<file path="src/rtl/lsu_pkg.sv">
// Shared definitions for the load/store unit: FSM state encoding, RV32I width codes
// and the request legality check used at handshake.
package lsu_pkg;

    typedef enum logic [2:0] {
        IDLE   = 3'd0,
        LOAD   = 3'd1,
        RMW_RD = 3'd2,
        WR     = 3'd3,
        RESP   = 3'd4
    } lsu_state_e;

    localparam logic [2:0] LSU_B  = 3'b000;
    localparam logic [2:0] LSU_H  = 3'b001;
    localparam logic [2:0] LSU_W  = 3'b010;
    localparam logic [2:0] LSU_BU = 3'b100;
    localparam logic [2:0] LSU_HU = 3'b101;

    // Misaligned halfword/word, unused width codes, and unsigned stores are all rejected.
    function automatic logic lsu_req_error(
        input logic       we,
        input logic [2:0] funct3,
        input logic [1:0] addr_lo
    );
        logic err;
        case (funct3)
            LSU_B, LSU_BU: err = 1'b0;
            LSU_H, LSU_HU: err = addr_lo[0];
            LSU_W:         err = (addr_lo != 2'b00);
            default:       err = 1'b1;
        endcase
        return err || (we && funct3[2]);
    endfunction

    // A store narrower than a word has to read the old word before writing it back.
    function automatic logic lsu_needs_rmw(input logic [2:0] funct3);
        return (funct3 == LSU_B) || (funct3 == LSU_H);
    endfunction

endpackage

</file>
<file path="src/rtl/lsu_align.sv">
// Combinational lane logic: extracts/extends a load from a memory word and merges
// store data into the addressed byte or halfword lanes of the old word.
module lsu_align
    import lsu_pkg::*;
(
    input  logic [2:0]  funct3,
    input  logic [1:0]  byte_off,
    input  logic [31:0] mem_word,
    input  logic [31:0] store_data,
    output logic [31:0] load_data,
    output logic [31:0] merged_word
);

    logic [7:0]  byte_val;
    logic [15:0] half_val;

    always_comb begin
        byte_val = mem_word[{byte_off, 3'b000} +: 8];
        half_val = byte_off[1] ? mem_word[31:16] : mem_word[15:0];
    end

    always_comb begin
        load_data = '0;
        case (funct3)
            LSU_B:   load_data = {{24{byte_val[7]}}, byte_val};
            LSU_BU:  load_data = {24'b0, byte_val};
            LSU_H:   load_data = {{16{half_val[15]}}, half_val};
            LSU_HU:  load_data = {16'b0, half_val};
            LSU_W:   load_data = mem_word;
            default: load_data = '0;
        endcase
    end

    // Word stores bypass the merge; only byte/halfword stores keep the untouched lanes.
    always_comb begin
        merged_word = mem_word;
        case (funct3)
            LSU_B: merged_word[{byte_off, 3'b000} +: 8] = store_data[7:0];
            LSU_H: begin
                if (byte_off[1]) begin
                    merged_word[31:16] = store_data[15:0];
                end else begin
                    merged_word[15:0] = store_data[15:0];
                end
            end
            default: merged_word = store_data;
        endcase
    end

endmodule

</file>
<file path="src/rtl/load_store_unit.sv">
// RV32I load/store unit in front of a word-only data memory: one request at a time,
// byte/halfword stores done as read-modify-write, one-cycle response pulse.
module load_store_unit
    import lsu_pkg::*;
#(
    parameter int XLEN = 32
) (
    input  logic            clk,
    input  logic            rst_n,
    input  logic            req_valid,
    output logic            req_ready,
    input  logic            req_we,
    input  logic [2:0]      req_funct3,
    input  logic [XLEN-1:0] req_addr,
    input  logic [XLEN-1:0] req_wdata,
    output logic            rsp_valid,
    output logic [XLEN-1:0] rsp_rdata,
    output logic            rsp_err,
    output logic            mem_read,
    output logic            mem_write,
    output logic [XLEN-1:0] mem_addr,
    output logic [XLEN-1:0] mem_wdata,
    input  logic [XLEN-1:0] mem_rdata
);

    lsu_state_e      state;
    logic            we_q;
    logic [2:0]      funct3_q;
    logic [XLEN-1:0] addr_q;
    logic [XLEN-1:0] wdata_q;
    logic [XLEN-1:0] result_q;
    logic [XLEN-1:0] merged_q;
    logic            err_q;

    logic            req_err;
    logic [XLEN-1:0] load_data;
    logic [XLEN-1:0] merged_word;

    assign req_err = lsu_req_error(req_we, req_funct3, req_addr[1:0]);

    lsu_align u_align (
        .funct3      (funct3_q),
        .byte_off    (addr_q[1:0]),
        .mem_word    (mem_rdata),
        .store_data  (wdata_q),
        .load_data   (load_data),
        .merged_word (merged_word)
    );

    // Request fields are latched only in IDLE, so later input changes cannot disturb
    // an operation in flight; result_q is cleared so stores and errors respond with 0.
    always_ff @(posedge clk or negedge rst_n) begin
        if (!rst_n) begin
            state    <= IDLE;
            we_q     <= 1'b0;
            funct3_q <= '0;
            addr_q   <= '0;
            wdata_q  <= '0;
            result_q <= '0;
            merged_q <= '0;
            err_q    <= 1'b0;
        end else begin
            case (state)
                IDLE: begin
                    if (req_valid) begin
                        we_q     <= req_we;
                        funct3_q <= req_funct3;
                        addr_q   <= req_addr;
                        wdata_q  <= req_wdata;
                        result_q <= '0;
                        err_q    <= req_err;
                        if (req_err) begin
                            state <= RESP;
                        end else if (!req_we) begin
                            state <= LOAD;
                        end else if (lsu_needs_rmw(req_funct3)) begin
                            state <= RMW_RD;
                        end else begin
                            state <= WR;
                        end
                    end
                end
                LOAD: begin
                    result_q <= load_data;
                    state    <= RESP;
                end
                RMW_RD: begin
                    merged_q <= merged_word;
                    state    <= WR;
                end
                WR: begin
                    state <= RESP;
                end
                RESP: begin
                    state <= IDLE;
                end
                default: begin
                    state <= IDLE;
                end
            endcase
        end
    end

    // Strobes come straight from the state register, so an asynchronous reset
    // in WR removes mem_write before the next edge can commit the write.
    assign req_ready = (state == IDLE);
    assign mem_read  = (state == LOAD) || (state == RMW_RD);
    assign mem_write = (state == WR);
    assign mem_addr  = (mem_read || mem_write) ? {addr_q[XLEN-1:2], 2'b00} : '0;
    assign mem_wdata = mem_write ? (lsu_needs_rmw(funct3_q) ? merged_q : wdata_q) : '0;

    assign rsp_valid = (state == RESP);
    assign rsp_rdata = rsp_valid ? result_q : '0;
    assign rsp_err   = rsp_valid && err_q;

    logic unused_ok;
    assign unused_ok = we_q;

endmodule

</file>
<file path="config.mk">
export PLATFORM = sky130hd
export DESIGN_NAME = load_store_unit
export DESIGN_NICKNAME = d
export VERILOG_FILES = /design/src/rtl/lsu_pkg.sv /design/src/rtl/lsu_align.sv /design/src/rtl/load_store_unit.sv
export SDC_FILE = /design/constraint.sdc
export NUM_CORES = 1
export LEC_CHECK = 0
export ABC_AREA = 0
export CORE_MARGIN = 4
export CORE_UTILIZATION = 52
export DETAILED_ROUTE_END_ITERATION = 6
export PLACE_DENSITY = 0.95
export SLEW_MARGIN = 20
export SYNTH_ARGS = -nofsm -noshare
export SYNTH_HDL_FRONTEND = slang
export SYNTH_HIERARCHICAL = 1
export SYNTH_SLANG_ARGS = --single-unit
</file>
<file path="constraint.sdc">
create_clock -name clk -period 5.7 [get_ports clk]
set_input_delay 1.71 -clock clk [delete_from_list [all_inputs] [get_ports clk]]
set_output_delay 1.71 -clock clk [all_outputs]
set_load 0.01 [all_outputs]
</file>
=== After elaboration in Yosys (flattened, before gate mapping) ===
Cells that the tools add are included.

* Register bits after elaboration: 135
* Word-level logic and storage cells: 59

* Mux-type cells: 18
* Reductions and logical operators: 17
* Equal/unequal tests: 13
* $add $sub $neg: 1
* Shift-type cells: 3

{| class="wikitable"
|+ Operators by type and width
! cell !! number
|-
| 32-bit 2-to-1 mux || 5
|-
| 32-bit case mux with 5 select lines || 1
|-
| 32-bit case mux with 2 select lines || 2
|-
| 16-bit 2-to-1 mux || 3
|-
| 32-bit bitwise mux || 1
|-
| 8-bit by 7-bit variable shift with 32-bit output (first input constant) || 1
|-
| 32-bit by 6-bit indexed part select with 8-bit output || 1
|-
| 8-bit by 7-bit indexed part select with 32-bit output || 1
|-
| 3-bit equality test (second input constant) || 5
|-
| 3-bit by 2-bit equality test with 1-bit output (second input constant) || 4
|-
| 3-bit by 1-bit equality test with 1-bit output (second input constant) || 3
|-
| 3-bit zero test || 3
|-
| 3-bit case mux with 3 select lines || 1
|-
| 5-bit negation with 7-bit output || 1
|-
| 3-bit 2-to-1 mux || 2
|-
| 2-bit OR reduction || 3
|-
| 1-bit logical OR || 5
|-
| 2-bit AND reduction || 2
|-
| 2-bit nonzero test || 2
|-
| 1-bit case mux with 3 select lines || 1
|-
| 1-bit logical AND || 2
|-
| 2-bit 2-to-1 mux || 1
|-
| 2-bit != test (second input constant) || 1
|-
| 1-bit 2-to-1 mux || 1
|}

=== Depth between registers and ports, before layout ===
Gate-level depths: netlist of the first run.

* Word-level depth: 7
* Gate-level depth with buffers: 9

=== Hierarchy ===
The synthesis of the first run kept the hierarchy.

{| class="wikitable"
|+ Modules (own cells, without submodules)
! module !! cells an instance !! times used !! area each (µm²)
|-
| load_store_unit || 561 || 1 || 6,112.1
|-
| lsu_align || 279 || 1 || 1,796.7
|}

=== Worst setup path after synthesis of the first run ===
Ideal clock, no wire load.

* Path type: flip-flop to output port
* From: register state[1]
* To: output port mem_read
* Stages on the path, launching flop included: 6
* Path buffers: 3
* Slack: 2.627 ns
* Arrival: 1.363 ns
* Cells stage by stage: dfrtp_1 buf_2 or3b_2 clkbuf_1 buf_2 nand2_1

* Word-level cells in the longest chain between the ends: 2
* Elaborated cells on any way between the ends: 3

{| class="wikitable"
|+ RTL lines
! item !! line !! source
|-
| from (decl) || load_store_unit.sv:26 || <nowiki>lsu_state_e state;</nowiki>
|-
| from (signal assigned) || load_store_unit.sv:54 || <nowiki>state <= IDLE;</nowiki>
|-
| from (signal assigned) || load_store_unit.sv:73 || <nowiki>state <= RESP;</nowiki>
|-
| from (signal assigned) || load_store_unit.sv:75 || <nowiki>state <= LOAD;</nowiki>
|-
| 3-bit by 1-bit equality test with 1-bit output or 3-bit by 2-bit equality test with 1-bit output (tied branches) || load_store_unit.sv:107 || <nowiki>assign mem_read = (state == LOAD) || (state == RMW_RD);</nowiki>
|-
| 1-bit logical OR (*) || load_store_unit.sv:107 ||
|-
| to (decl) || load_store_unit.sv:19 || <nowiki>output logic mem_read,</nowiki>
|}

Mark *: on every way between the ends. The rest lies on a longest branch, timed or not.

=== Final worst setup path of the first run ===
* From: register funct3_q[1]
* To: output port mem_wdata[18]

* Word-level cells in the longest chain between the ends: 4
* Elaborated cells on any way between the ends: 5

{| class="wikitable"
|+ RTL lines
! item !! line !! source
|-
| from (decl) || load_store_unit.sv:28 || <nowiki>logic [2:0] funct3_q;</nowiki>
|-
| from (signal assigned) || load_store_unit.sv:67 || <nowiki>funct3_q <= req_funct3;</nowiki>
|-
| 3-bit by 1-bit equality test with 1-bit output or 3-bit zero test (tied branches) || lsu_pkg.sv:37 || <nowiki>return (funct3 == LSU_B) || (funct3 == LSU_H);</nowiki>
|-
| 1-bit logical OR (*) || lsu_pkg.sv:37 ||
|-
| 32-bit 2-to-1 mux (*) (2 in a row) || load_store_unit.sv:110 || <nowiki>assign mem_wdata = mem_write ? (lsu_needs_rmw(funct3_q) ? merged_q : wdata_q) : '0;</nowiki>
|-
| to (decl) || load_store_unit.sv:22 || <nowiki>output logic [XLEN-1:0] mem_wdata,</nowiki>
|}

Marks and branches as above.

==> results of run 1 <==
==> power by group <==
part	internal [mW]	total, mW	switching (mW)	leakage, nW
clock	0.808	1.21	0.401	0.317
combinational	1.26	2.64	1.37	2.48
sequential	1.43	1.88	0.450	1.66
total	3.50	5.72	2.22	4.46
==> critical path: cells and delay by family, from the launching register on <==
| kind | cells | cell delay [ns] |
|---|---|---|
| flops | 1 | 0.64 |
| simple gates | 2 | 0.77 |
| buf+inv | 2 | 0.96 |
| compound gates | 1 | 0.18 |
==> cells in the final DEF, fill, tap and decap left out, types with 15 or more instances in the layout <==
cell type,netlist,final
a21oi_1,37,37
a31oi_1,18,18
and2_1,33,33
and3_1,34,34
clkbuf_16,0,17
clkdlybuf4s50_1,0,200
dfrtp_1,135,135
inv_1,15,15
mux2_2,97,97
nand2_1,181,180
nor2b_1,29,29
o211ai_1,17,17
o21ai_0,51,51
==> cells in the mapped netlist (3+ instances only) <==
cell type / count
nand2_1: 181
dfrtp_1: 135
mux2_2: 97
o21ai_0: 51
clkbuf_1: 38
a21oi_1: 37
and3_1: 34
and2_1: 33
nor2b_1: 29
a31oi_1: 18
o211ai_1: 17
inv_1: 15
buf_2: 14
nor2_1: 11
a22oi_1: 10
a221o_1: 9
buf_6: 9
buf_4: 8
mux2_1: 7
mux2i_1: 7
a32oi_1: 6
nand2b_1: 6
o221ai_1: 6
ha_1: 5
a211o_1: 4
o21ai_1: 4
nand3b_1: 3
nor3_1: 3
nor3b_1: 3
o21a_1: 3
==> cell type report <==
cell class,instances,area [sq um],area share
Tap cell,184,230,0.0218
Multi-Input combinational cell,620,4120,0.391
Clock buffer,23,478,0.0453
Clock inverter,8,169,0.0160
Timing Repair Buffer,211,2110,0.200
Sequential cell,135,3380,0.320
Inverter,15,56.3,0.00534
==> through the flow <==
stage / cell area [sq um] / setup WS [ns] / hold slack [ns] / util
floorplan: 7910 / 2.63 / 0.458 / -
global placement: 9900 / 1.45 / 0.475 / 0.673
detailed placement: 9900 / 1.27 / 0.487 / 0.673
CTS: 10500 / 0.774 / 0.500 / 0.717
global route: 10500 / 0.878 / 0.506 / 0.717
finish: 10500 / 1.02 / 0.493 / 0.717
==> worst min-delay path by stage <==
stage / cells past startpoint / endpoint / start
6_report: 1 / addr_q[10] / addr_q[10]
5_1_grt: 1 / addr_q[7] / addr_q[7]
4_1_cts: 1 / addr_q[13] / addr_q[13]
3_5_place_dp: 1 / addr_q[13] / addr_q[13]
3_3_place_gp: 1 / merged_q[6] / merged_q[6]
2_1_floorplan: 1 / merged_q[6] / merged_q[6]
==> cell families (layout without fill, tap and decap cells) <==
group,count (synthesis),after routing
AO/OA/AOI/OAI,179,179
adder cells (fa/ha/maj),5,5
buffers and inverters,86,257
flip-flops,135,135
multiplexers,112,112
other,1,2
AND/OR/NAND/NOR,322,322
==> flip-flops by register name, summed over array words and instances (netlist names) <==
signal	flops
addr_q	32
merged_q	32
result_q	32
wdata_q	32
funct3_q	3
state	3
err_q	1
==> layer usage <==
layer	wire length [um]	GRT usage	share of wire	up-vias
met4	585	0.0858	0.025	2
met1	9560	0.360	0.40	3505
met3	2490	0.0879	0.10	59
met5	13	0	0.00055	-
met2	11200	0.432	0.47	428
li1	-	-	-	3270
==> reports/metrics.cfg, run 1 <==
[clock_network]
path_clk_slew_ns=0.06
cts_made_buffers=17
cts_tree=yes
root_buffer=clkbuf_16
clockBufferDepth=2
postCtsResizedCells=0
ctsHoldBuffers=0
cts.sinks=135
cts_max_level=4
post_cts_buffers=0
insertion_delay_ns=0.42

[die]
start_util=0.538
die_x_um=131
rows=44
die-height_um=131
dieArea_sq_um=17200
io_pins=204
core_area_sq_um=14700

[global_routing]
grt_pass1_wl_um=37500
grt_usage=0.273
grt_max_degree=136
grt_pass1_vias=7004
grt-ovfl-total=0
antenna_found_initial=1

[worst_setup_path]
reg2reg_depth=6
cp-endpoint=mem_wdata[18]
r2r-end=merged_q[24]
critPathKind=reg -> out
cp-start-kind=flip-flop
worstPathMaxFanout=23
cpPeakStageDelay_ns=0.69
rrSetupSlack_ns=3.00
r2r-start=addr_q[0]
worst_path_max_delay_cell=nor2_2
crit_required_ns=3.99
end_kind=primary output
arrival_ns=2.97
cp_cell_sequence=nor2_2 -> buf_4 -> nand2_1 -> a21oi_1 -> clkdlybuf4s50_1
cp-startpoint=funct3_q[1]

[layout]
finalNonFillerCells=1196
n_fill_cell=1055
drive_gt1_frac=0.152
n_antenna_cell=0
nNetsFinal=1108
syn2layout_area_growth_pct=33.3

[synthesis]
yosysSeqAreaShare=0.427
synth_edf_count=0
yosysWarnings=6
synth_seq_cells=135
synthTopCellsByArea=dfrtp_1 (43%), mux2_2 (14%), nand2_1 (8.6%)
synth_cell_type_count=60
synth_compound_area_frac=0.148
netlist_instances=840
synth_simple_gate_area_frac=0.201
synthFlopType=dfrtp_1
synth_mux_area_frac=0.160
synthAdderAreaFrac=0.00791
synth_top_area_cell=dfrtp_1
avgSynthCellArea_sq_um=9.42
syn_area_sq_um=7910
synth-xor-area-share=0
synth-async-reset-ratio=1.00
synth_top_cell_area_share=0.427
synth_top_family_by_area=simple AND/OR/NAND/NOR gates

[pwr]
powerDensity_nw_per_um2=543
p_total_mw=5.72
leakage_nw=4.46
ir_worst_vdd_mv=0.332

[timing]
fin_tns_setup_ns=0
finalClockSkew_ns=0.00656
worstMarginPinSlew_ns=0.941
rsz0062_at_grt=false
post-route-min-period_ns=4.68
relSlewSlack=0.373
hold_viol=0
final-max-slew-violation-count=0
fmax_mhz=214
fin_crit_sh=0.820
setup_viol=0

[placement]
gp_congestion=0.941
portBuffers=201
numPlacedInstances=1165
dp_hpwl_um=17000

[flow_run]
cap_viol_max_count=0

[route]
viasPerCell=6.07
ant_nets=0
vias=7264
drt-initial-drc-count=886
route.detailed.drc=0
wire_per_inst_um=19.9
routed_wl_um=23800
drtPass1Iterations=6

[worst_hold_path]
hp-class=reg -> reg

[outcome]
status=complete, no violations

Power figures use the tool's default switching activity.
==> run 2, diff against run 1 <==
Settings changed: CORE_UTILIZATION 52 to 45, PLACE_DENSITY 0.95 to 0.89.
Clock period 5.7 ns to 3.8 ns, I/O delays scaled along.
==> reports/metrics.cfg, run 2 (synthesized netlist as in run 1, its figures left out) <==
[timing]
hold_viol=0  ; unchanged
setup_viol=0  ; unchanged
finalClockSkew_ns=0.00829  ; +0.00173 ns
final-max-slew-violation-count=0  ; unchanged
fin_crit_sh=0.944
relSlewSlack=0.313  ; -0.0592
worstMarginPinSlew_ns=1.03  ; +0.0867 ns
rsz0062_at_grt=false
post-route-min-period_ns=3.59
fin_tns_setup_ns=0  ; unchanged
fmax_mhz=279

[die]
dieArea_sq_um=19800  ; +15%
die-height_um=141  ; +7.0%
die_x_um=141  ; +7.0%
start_util=0.459  ; -0.0792
io_pins=204  ; unchanged
core_area_sq_um=17200  ; +17%
rows=48  ; +9.1%

[global_routing]
grt_pass1_vias=7222  ; +3.1%
antenna_found_initial=1  ; unchanged
grt_max_degree=74  ; -46%
grt-ovfl-total=0  ; unchanged
grt_usage=0.247  ; -0.0263
grt_pass1_wl_um=38800  ; +3.4%

[pwr]
internal_power_mw=5.14  ; +47%
p_total_mw=8.54  ; +49%
leakage_nw=4.48  ; +0.35%
power.share.switching=0.397  ; +0.00857
combinationalPowerShare=0.472  ; +0.011
seqPwrFrac=0.328  ; about the same
clkPwrFrac=0.200  ; -0.011
ir_worst_vdd_mv=0.431  ; +30%
power_switching_mw=3.39  ; +52%
powerDensity_nw_per_um2=804  ; +48%

[layout]
n_fill_cell=1419  ; +35%
nNetsFinal=1115  ; +0.63%
syn2layout_area_growth_pct=34.3
multi_input_area_sq_um=4120  ; unchanged
seq_area_sq_um=3380  ; unchanged
final_cell_mix=clkdlybuf4s50_1 (200), nand2_1 (181), dfrtp_1 (135), mux2_2 (97), o21ai_0 (51)
drive_gt1_frac=0.160  ; +0.00779
mostFrequentLayoutCell=clkdlybuf4s50_1

[worst_setup_path]
r2r-end=merged_q[25]
worst_path_max_delay_cell=dfrtp_1
rrSetupSlack_ns=0.95  ; -2.05 ns
critical-path-top-delay-family=flip-flops
worst-path-stages=4  ; -1
critPathBufInv=1  ; -1
r2r-start=addr_q[1]
arrival_ns=2.45  ; -0.52 ns
crit_required_ns=2.66  ; -1.33 ns
worstPathMaxFanout=32  ; +39%
critPathKind=reg -> out
cp-startpoint=funct3_q[2]
cpPeakStageDelay_ns=0.66  ; -0.03 ns
end_kind=primary output
cp-start-kind=flip-flop
cp-endpoint=mem_wdata[6]
cp_cell_sequence=or2_4 -> nand2_1 -> a21oi_1 -> clkdlybuf4s50_1
reg2reg_depth=6  ; unchanged

[clock_network]
path_clk_slew_ns=0.06  ; about the same
cts.sinks=135  ; unchanged
clockBufferDepth=2  ; unchanged
cts_max_level=4  ; unchanged
ctsHoldBuffers=0  ; unchanged
root_buffer=clkbuf_16
cts_made_buffers=17  ; unchanged
cts_tree=yes
insertion_delay_ns=0.42  ; about the same

[flow_run]
cap_viol_max_count=0  ; unchanged

[route]
ant_nets=0  ; unchanged
drtPass1Iterations=6  ; unchanged
wire_per_inst_um=19.9  ; -0.34%
vias=7249  ; -0.21%
route.detailed.drc=0  ; unchanged
routed_wl_um=24700  ; +3.7%
viasPerCell=5.82  ; -4.1%
drt-initial-drc-count=820  ; -7.4%

[worst_hold_path]
hold_depth=1  ; unchanged
hp-class=reg -> reg

[placement]
portBuffers=201  ; unchanged
gp_congestion=0.990  ; +5.2%
dp_hpwl_um=17700  ; +4.2%

[outcome]
status=complete, no violations

[run 2: cell count changes in the layout (fill, tap and decap cells not counted), sizes merged]
cell / before / now
bufinv: 5 / 3
inv: 15 / 17
buf: 11 / 18
clkinvlp: 0 / 2
clkbuf: 23 / 20
diode: 0 / 1
clkinv: 3 / 4
[run 2: cell type report]
class | count | area share
Timing Repair Buffer | 218 | 0.204
Inverter | 15 | 0.00530
Antenna cell | 1 | 0.000236
Multi-Input combinational cell | 620 | 0.388
Sequential cell | 135 | 0.318
Clock inverter | 11 | 0.0138
Tap cell | 225 | 0.0265
Clock buffer | 20 | 0.0439
[run 2: repair_timing]
item	in CTS	in global routing
gates resized for setup	1	0
endpoints found under the setup margin	6	0
buffers inserted	0	0
[run 2: routing by layer]
layer | up-vias | routed length (um) | part of all wire | global-route usage
li1 | 3284 | - | - | -
met1 | 3516 | 10200 | 0.41 | 0.335
met2 | 403 | 11500 | 0.47 | 0.387
met3 | 46 | 2460 | 0.10 | 0.0634
met4 | 0 | 556 | 0.022 | 0.0826
met5 | - | 0 | 0 | 0
[run 2: metrics by stage]
step / std cells / util / hold WS (ns) / area [sq um] / worst slack (ns)
floorplan: 841 / - / 0.458 / 7910 / 1.30
global placement: 1213 / 0.580 / 0.472 / 10000 / 0.456
detailed placement: 1213 / 0.580 / 0.487 / 10000 / 0.443
CTS: 1244 / 0.616 / 0.500 / 10600 / 0.163
global route: 1245 / 0.616 / 0.510 / 10600 / 0.0129
finish: 1245 / 0.616 / 0.495 / 10600 / 0.213
[run 2: how the worst min path moves through the flow]
stage,from,endpoint,slack [ns]
6_report,addr_q[15],addr_q[15],0.49
3_3_place_gp,merged_q[6],merged_q[6],0.47
5_1_grt,addr_q[24],addr_q[24],0.51
2_1_floorplan,merged_q[6],merged_q[6],0.46
4_1_cts,addr_q[21],addr_q[21],0.50
3_5_place_dp,addr_q[21],addr_q[21],0.49
[run 2: power groups by stage]
stage | Combinational, mW | Clock (mW) | Sequential [mW]
2_1_floorplan | 2.96 | 0 | 2.47
3_3_place_gp | 3.84 | 0 | 2.74
3_5_place_dp | 3.95 | 0 | 2.79
4_1_cts | 3.99 | 1.73 | 2.78
5_1_grt | 4.38 | 1.80 | 2.88
6_report | 4.03 | 1.71 | 2.80
